`src/rtl/dmem_responder.sv`:
```
// Data-memory responder: accepts one word load/store at a time, holds it for a
// fixed latency, then presents the response until the requester takes it.
module dmem_responder #(
    parameter int ADDR_BITS = 8,
    parameter int LATENCY   = 2
) (
    input  logic        clk,
    input  logic        reset,
    input  logic        req_valid,
    output logic        req_ready,
    input  logic        req_we,
    input  logic [15:0] req_addr,
    input  logic [15:0] req_wdata,
    output logic        rsp_valid,
    input  logic        rsp_ready,
    output logic        rsp_we,
    output logic [15:0] rsp_data,
    output logic        rsp_err,
    output logic        busy
);

    // state | meaning
    // IDLE  | ready for a request
    // WAIT  | latency countdown in progress
    // RESP  | response presented, waiting for rsp_ready
    localparam logic [1:0] IDLE = 2'd0;
    localparam logic [1:0] WAIT = 2'd1;
    localparam logic [1:0] RESP = 2'd2;

    localparam int DEPTH = 2 ** ADDR_BITS;

    logic [1:0]           state_q, state_d;
    logic [3:0]           cnt_q, cnt_d;
    logic                 rsp_we_q, rsp_we_d;
    logic [15:0]          rsp_data_q, rsp_data_d;
    logic                 rsp_err_q, rsp_err_d;
    logic                 mem_we;
    logic                 addr_err;
    logic [ADDR_BITS-1:0] mem_idx;
    logic [15:0]          mem_q [DEPTH];

    // Every address bit above the implemented range must be zero.
    generate
        if (ADDR_BITS < 16) begin : g_err
            assign addr_err = |req_addr[15:ADDR_BITS];
        end else begin : g_no_err
            assign addr_err = 1'b0;
        end
    endgenerate

    assign mem_idx   = req_addr[ADDR_BITS-1:0];
    assign req_ready = (state_q == IDLE);
    assign busy      = (state_q != IDLE);
    assign rsp_valid = (state_q == RESP);
    assign rsp_we    = rsp_we_q;
    assign rsp_data  = rsp_data_q;
    assign rsp_err   = rsp_err_q;

    always_comb begin
        state_d    = state_q;
        cnt_d      = cnt_q;
        rsp_we_d   = rsp_we_q;
        rsp_data_d = rsp_data_q;
        rsp_err_d  = rsp_err_q;
        mem_we     = 1'b0;
        case (state_q)
            IDLE: begin
                if (req_valid) begin
                    rsp_we_d   = req_we;
                    rsp_err_d  = addr_err;
                    rsp_data_d = (!req_we && !addr_err) ? mem_q[mem_idx] : 16'h0000;
                    mem_we     = req_we && !addr_err;
                    if (LATENCY == 1) begin
                        state_d = RESP;
                        cnt_d   = 4'd0;
                    end else begin
                        state_d = WAIT;
                        cnt_d   = 4'(LATENCY - 1);
                    end
                end
            end
            WAIT: begin
                if (cnt_q == 4'd1) begin
                    state_d = RESP;
                    cnt_d   = 4'd0;
                end else begin
                    cnt_d = cnt_q - 4'd1;
                end
            end
            RESP: begin
                if (rsp_ready) begin
                    state_d    = IDLE;
                    rsp_data_d = 16'h0000;
                    rsp_err_d  = 1'b0;
                end
            end
            default: begin
                state_d = IDLE;
                cnt_d   = 4'd0;
            end
        endcase
    end

    always_ff @(posedge clk or posedge reset) begin
        if (reset) begin
            state_q    <= IDLE;
            cnt_q      <= 4'd0;
            rsp_we_q   <= 1'b0;
            rsp_data_q <= 16'h0000;
            rsp_err_q  <= 1'b0;
        end else begin
            state_q    <= state_d;
            cnt_q      <= cnt_d;
            rsp_we_q   <= rsp_we_d;
            rsp_data_q <= rsp_data_d;
            rsp_err_q  <= rsp_err_d;
        end
    end

    // Array contents survive reset, so a committed store outlives an aborted response.
    always_ff @(posedge clk) begin
        if (mem_we) begin
            mem_q[mem_idx] <= req_wdata;
        end
    end

endmodule

```
`config.mk`:
```
export PLATFORM = sky130hd
export DESIGN_NAME = dmem_responder
export DESIGN_NICKNAME = d
export VERILOG_FILES = /design/src/rtl/dmem_responder.sv
export SDC_FILE = /design/constraint.sdc
export NUM_CORES = 2
export LEC_CHECK = 0
export CELL_PAD_IN_SITES_DETAIL_PLACEMENT = 0
export CELL_PAD_IN_SITES_GLOBAL_PLACEMENT = 1
export CORE_MARGIN = 2
export CORE_UTILIZATION = 52
export DETAILED_ROUTE_END_ITERATION = 10
export GPL_TIMING_DRIVEN = 0
export PLACE_DENSITY = 0.73
export SYNTH_ARGS = -nofsm -noshare
export SYNTH_HDL_FRONTEND = slang
export SYNTH_SLANG_ARGS = --single-unit
```
`constraint.sdc`:
```
create_clock -name clk -period 3.8 [get_ports clk]
set_input_delay 0.76 -clock clk [delete_from_list [all_inputs] [get_ports clk]]
set_output_delay 0.76 -clock clk [all_outputs]
set_load 0.005 [all_outputs]
```
==> flow_summary.json <==
{
  "grt_pass1_wl_microns": 674300,
  "nNetsFinal": 8256,
  "critical_path_class": "primary input to flip-flop",
  "overflow": 0,
  "critical_path.max_fanout": 10,
  "use_met1_pct": 43.65,
  "r2r_slack_ns": 0.15,
  "grt.busiest_layer": "met2",
  "use_met3_pct": 8.530,
  "min_path_cells": 1,
  "drt.antenna.violating_nets": 0,
  "cts_htree_levels": 5,
  "hpwl_microns": 334700,
  "yosysUniqueCellTypes": 63,
  "synth_seq_cells": 4120,
  "num_vias": 85029,
  "io_buffer_count": 54,
  "worst_slew_pin_slew_ns": 1.456,
  "grt_util_all_layers_pct": 31.99,
  "rr_worst_depth": 9,
  "hp-class": "primary input to flip-flop",
  "numCtsBuffers": 405,
  "start_util_pct": 52.36,
  "antenna_found_initial": 27,
  "cts_tree": "built",
  "synthesis.area_sq_um": 158800,
  "ys_seq_area_share_pct": 77.83,
  "synth_edf_count": 4096,
  "ys_warn_count": 0,
  "routed_wl_microns": 497300,
  "grt_pass1_vias": 82470,
  "synth_top_area_share_pct": 77.45,
  "fin_skew_ns": 0.06329,
  "regToRegEndpoint": "mem_q[205][2]",
  "cap_violations": 0,
  "leakage_nw": 59.08,
  "violations": "setup timing",
  "regArea_sq_um": 123600,
  "synth_top_area_cell": "edfxtp_1",
  "clkTransAtPathRegs_ns": 0.06,
  "pin_count": 58,
  "clock.fmax_mhz": 247.6,
  "fp.dieArea_sq_um": 309800,
  "min_from": "req_wdata[10]",
  "core-area_sq_um": 303300,
  "synth_most_common_cell": "edfxtp_1",
  "layout-drive-gt1-share_pct": 28.22,
  "post-place-ws_ns": -3.375,
  "crit_arrival_ns": 4.79,
  "ys.flop_type": "edfxtp_1",
  "finalMaxSlewViolations": 0,
  "async_flop_share_pct": 0.5825,
  "hold_violations": 0,
  "layout_setup_ws_ns": -0.2396,
  "final_util_pct": 60.97,
  "cts.sinks": 4120,
  "cp-end-kind": "flip-flop",
  "area_growth_pct": 16.44,
  "first_pass_iters": 9,
  "setup_viol": 158,
  "ys_top_cells_by_count": "4096 x edfxtp_1, 792 x mux4_2, 553 x mux2i_1, 280 x nor2_1, 270 x a22oi_1",
  "r2r-start": "state_q[0]",
  "power_density_nw_per_um2": 518.2,
  "drt_iter0_drc": 14105,
  "avgSynthCellArea_sq_um": 21.32,
  "synth_top_cells_by_area": "edfxtp_1 77%, mux4_2 11%, mux2i_1 3.5%, a22oi_1 1.3%, nor2_1 0.66%",
  "cts_buffer_depth": 4,
  "die_h_microns": 556.6,
  "ir_drop_mv": 0.4370,
  "ctsRootBufferMaster": "clkbuf_16",
  "gp_congestion": 0.9753,
  "worstSkewPairLatency_ns": 1.00,
  "status": "finished, violations left",
  "grt_use_met2_pct": 47.61,
  "setup_tns_ns": -7.053,
  "drc": 0,
  "routedWlPerCell_microns": 39.65,
  "die_x_microns": 556.6,
  "holdPathEnd": "mem_q[253][10]",
  "multi_input_area_sq_um": 34330,
  "fin_crit_ns": 4.040,
  "fill_cells": 20866,
  "fin_crit_sh_pct": 106.3,
  "synth_cells": 7447,
  "cp.required_ns": 4.55,
  "crit_path_start_kind": "primary input",
  "rows": 202,
  "slew_headroom_pct": 2.918,
  "vias_per_cell": 6.781,
  "syn-num-nets": 7486,
  "grt_start_max_net_pins": 165,
  "rsz0062_at_grt": "yes"
}
[timing repair]
action | 4_1_cts | 5_1_grt
setup endpoints to repair | 4112 | 1441
hold buffers | 1 | 0
gates resized for setup | 296 | 132
pin swaps | 35 | 15
setup buffers | 44 | 14
endpoints found under the hold margin | 3 | 0
[state kept, by name, indices dropped and copies added (netlist names)]
signal / cells
cnt_q: 4
state_q: 2
mem_q: 4096
rsp_data: 16
rsp_we: 1
rsp_err: 1
[power by group]
group,leakage (nW),internal (mW),switching (mW)
sequential,37.1,50.0,0.0411
combinational,15.5,1.67,3.93
clock,6.42,22.7,17.4
[cell type report]
class                      instances  area share [%]
antenna                           11         0.01489
inverter                          11         0.02436
sequential                      4120           66.84
timing repair buffer             365           3.144
multi-input combinational       2860           18.56
tap                             3978           2.692
clock buffer                     479           5.665
clock inverter                   262           1.461
buffer                           454           1.595
[worst max-delay path, cell delays in order]
cell and delay (ns):
clkdlybuf4s50_1 0.63, buf_4 0.34, nand2b_1 0.57, nor2_4 0.20, clkbuf_4 0.35, a21oi_4 0.32
o21ai_0 0.25, o211ai_1 1.11, a221oi_1 0.19
[cell families (layout without fill, tap and decap cells)]
group                      Yosys count  count (layout)  synth area share (%)
muxes                             1366            1366                 14.87
adders and majority gates            2               2               0.01576
DFF                               4120            4120                 77.83
buffers and inverters              467            1571                 1.610
other                                0              11                     0
AOI/OAI and AO/OA                  792             792                 3.703
and+or+nand+nor                    700             700                 1.971
[worst max path at each step]
stage / start / to / slack, ns / cells past startpoint
after floorplan: req_addr[1] / mem_q[222][0] / 0.27 / 10
final: req_addr[2] / rsp_data[9] / -0.24 / 9
after global routing: req_addr[2] / rsp_data[8] / -0.07 / 9
after global placement: req_wdata[5] / mem_q[124][5] / -7.37 / 1
after detailed placement: req_addr[3] / mem_q[112][4] / -3.37 / 11
after CTS: state_q[0] / mem_q[25][8] / -0.23 / 8
[metal layers]
layer	up-vias	share of wire (%)
met2	5998	45
met1	44929	36
met5	-	0.017
met3	1082	12
met4	8	6.1
li1	33012	-
[cells in the final DEF (no fill, tap or decap), types with 69 or more instances in the layout]
cell type | netlist | final
buf_2 | 111 | 92
a21oi_1 | 103 | 82
clkbuf_16 | 0 | 408
buf_8 | 1 | 195
buf_4 | 108 | 137
edfxtp_1 | 4096 | 4096
nor2_4 | 0 | 83
nand3_1 | 77 | 69
a22oi_1 | 270 | 256
mux4_2 | 792 | 792
clkinv_1 | 3 | 102
nand2_1 | 197 | 180
mux2i_1 | 553 | 553
clkinv_2 | 0 | 78
a221oi_1 | 104 | 89
clkbuf_1 | 171 | 175
nor2_2 | 0 | 183
[stage by stage]
stage / hold slack, ns / std cells / power, mW / area, sq um
final: 0.08532 / 12540 / 95.83 / 184900
after global routing: 0.09136 / 12533 / 97.78 / 184900
after detailed placement: 0.5010 / 11731 / 56.32 / 169400
after floorplan: 0.4650 / 7447 / 53.37 / 158800
after CTS: 0.03997 / 12515 / 95.81 / 184300
after global placement: 0.4935 / 11479 / 56.68 / 164300
(Power assumes the default switching activity.)
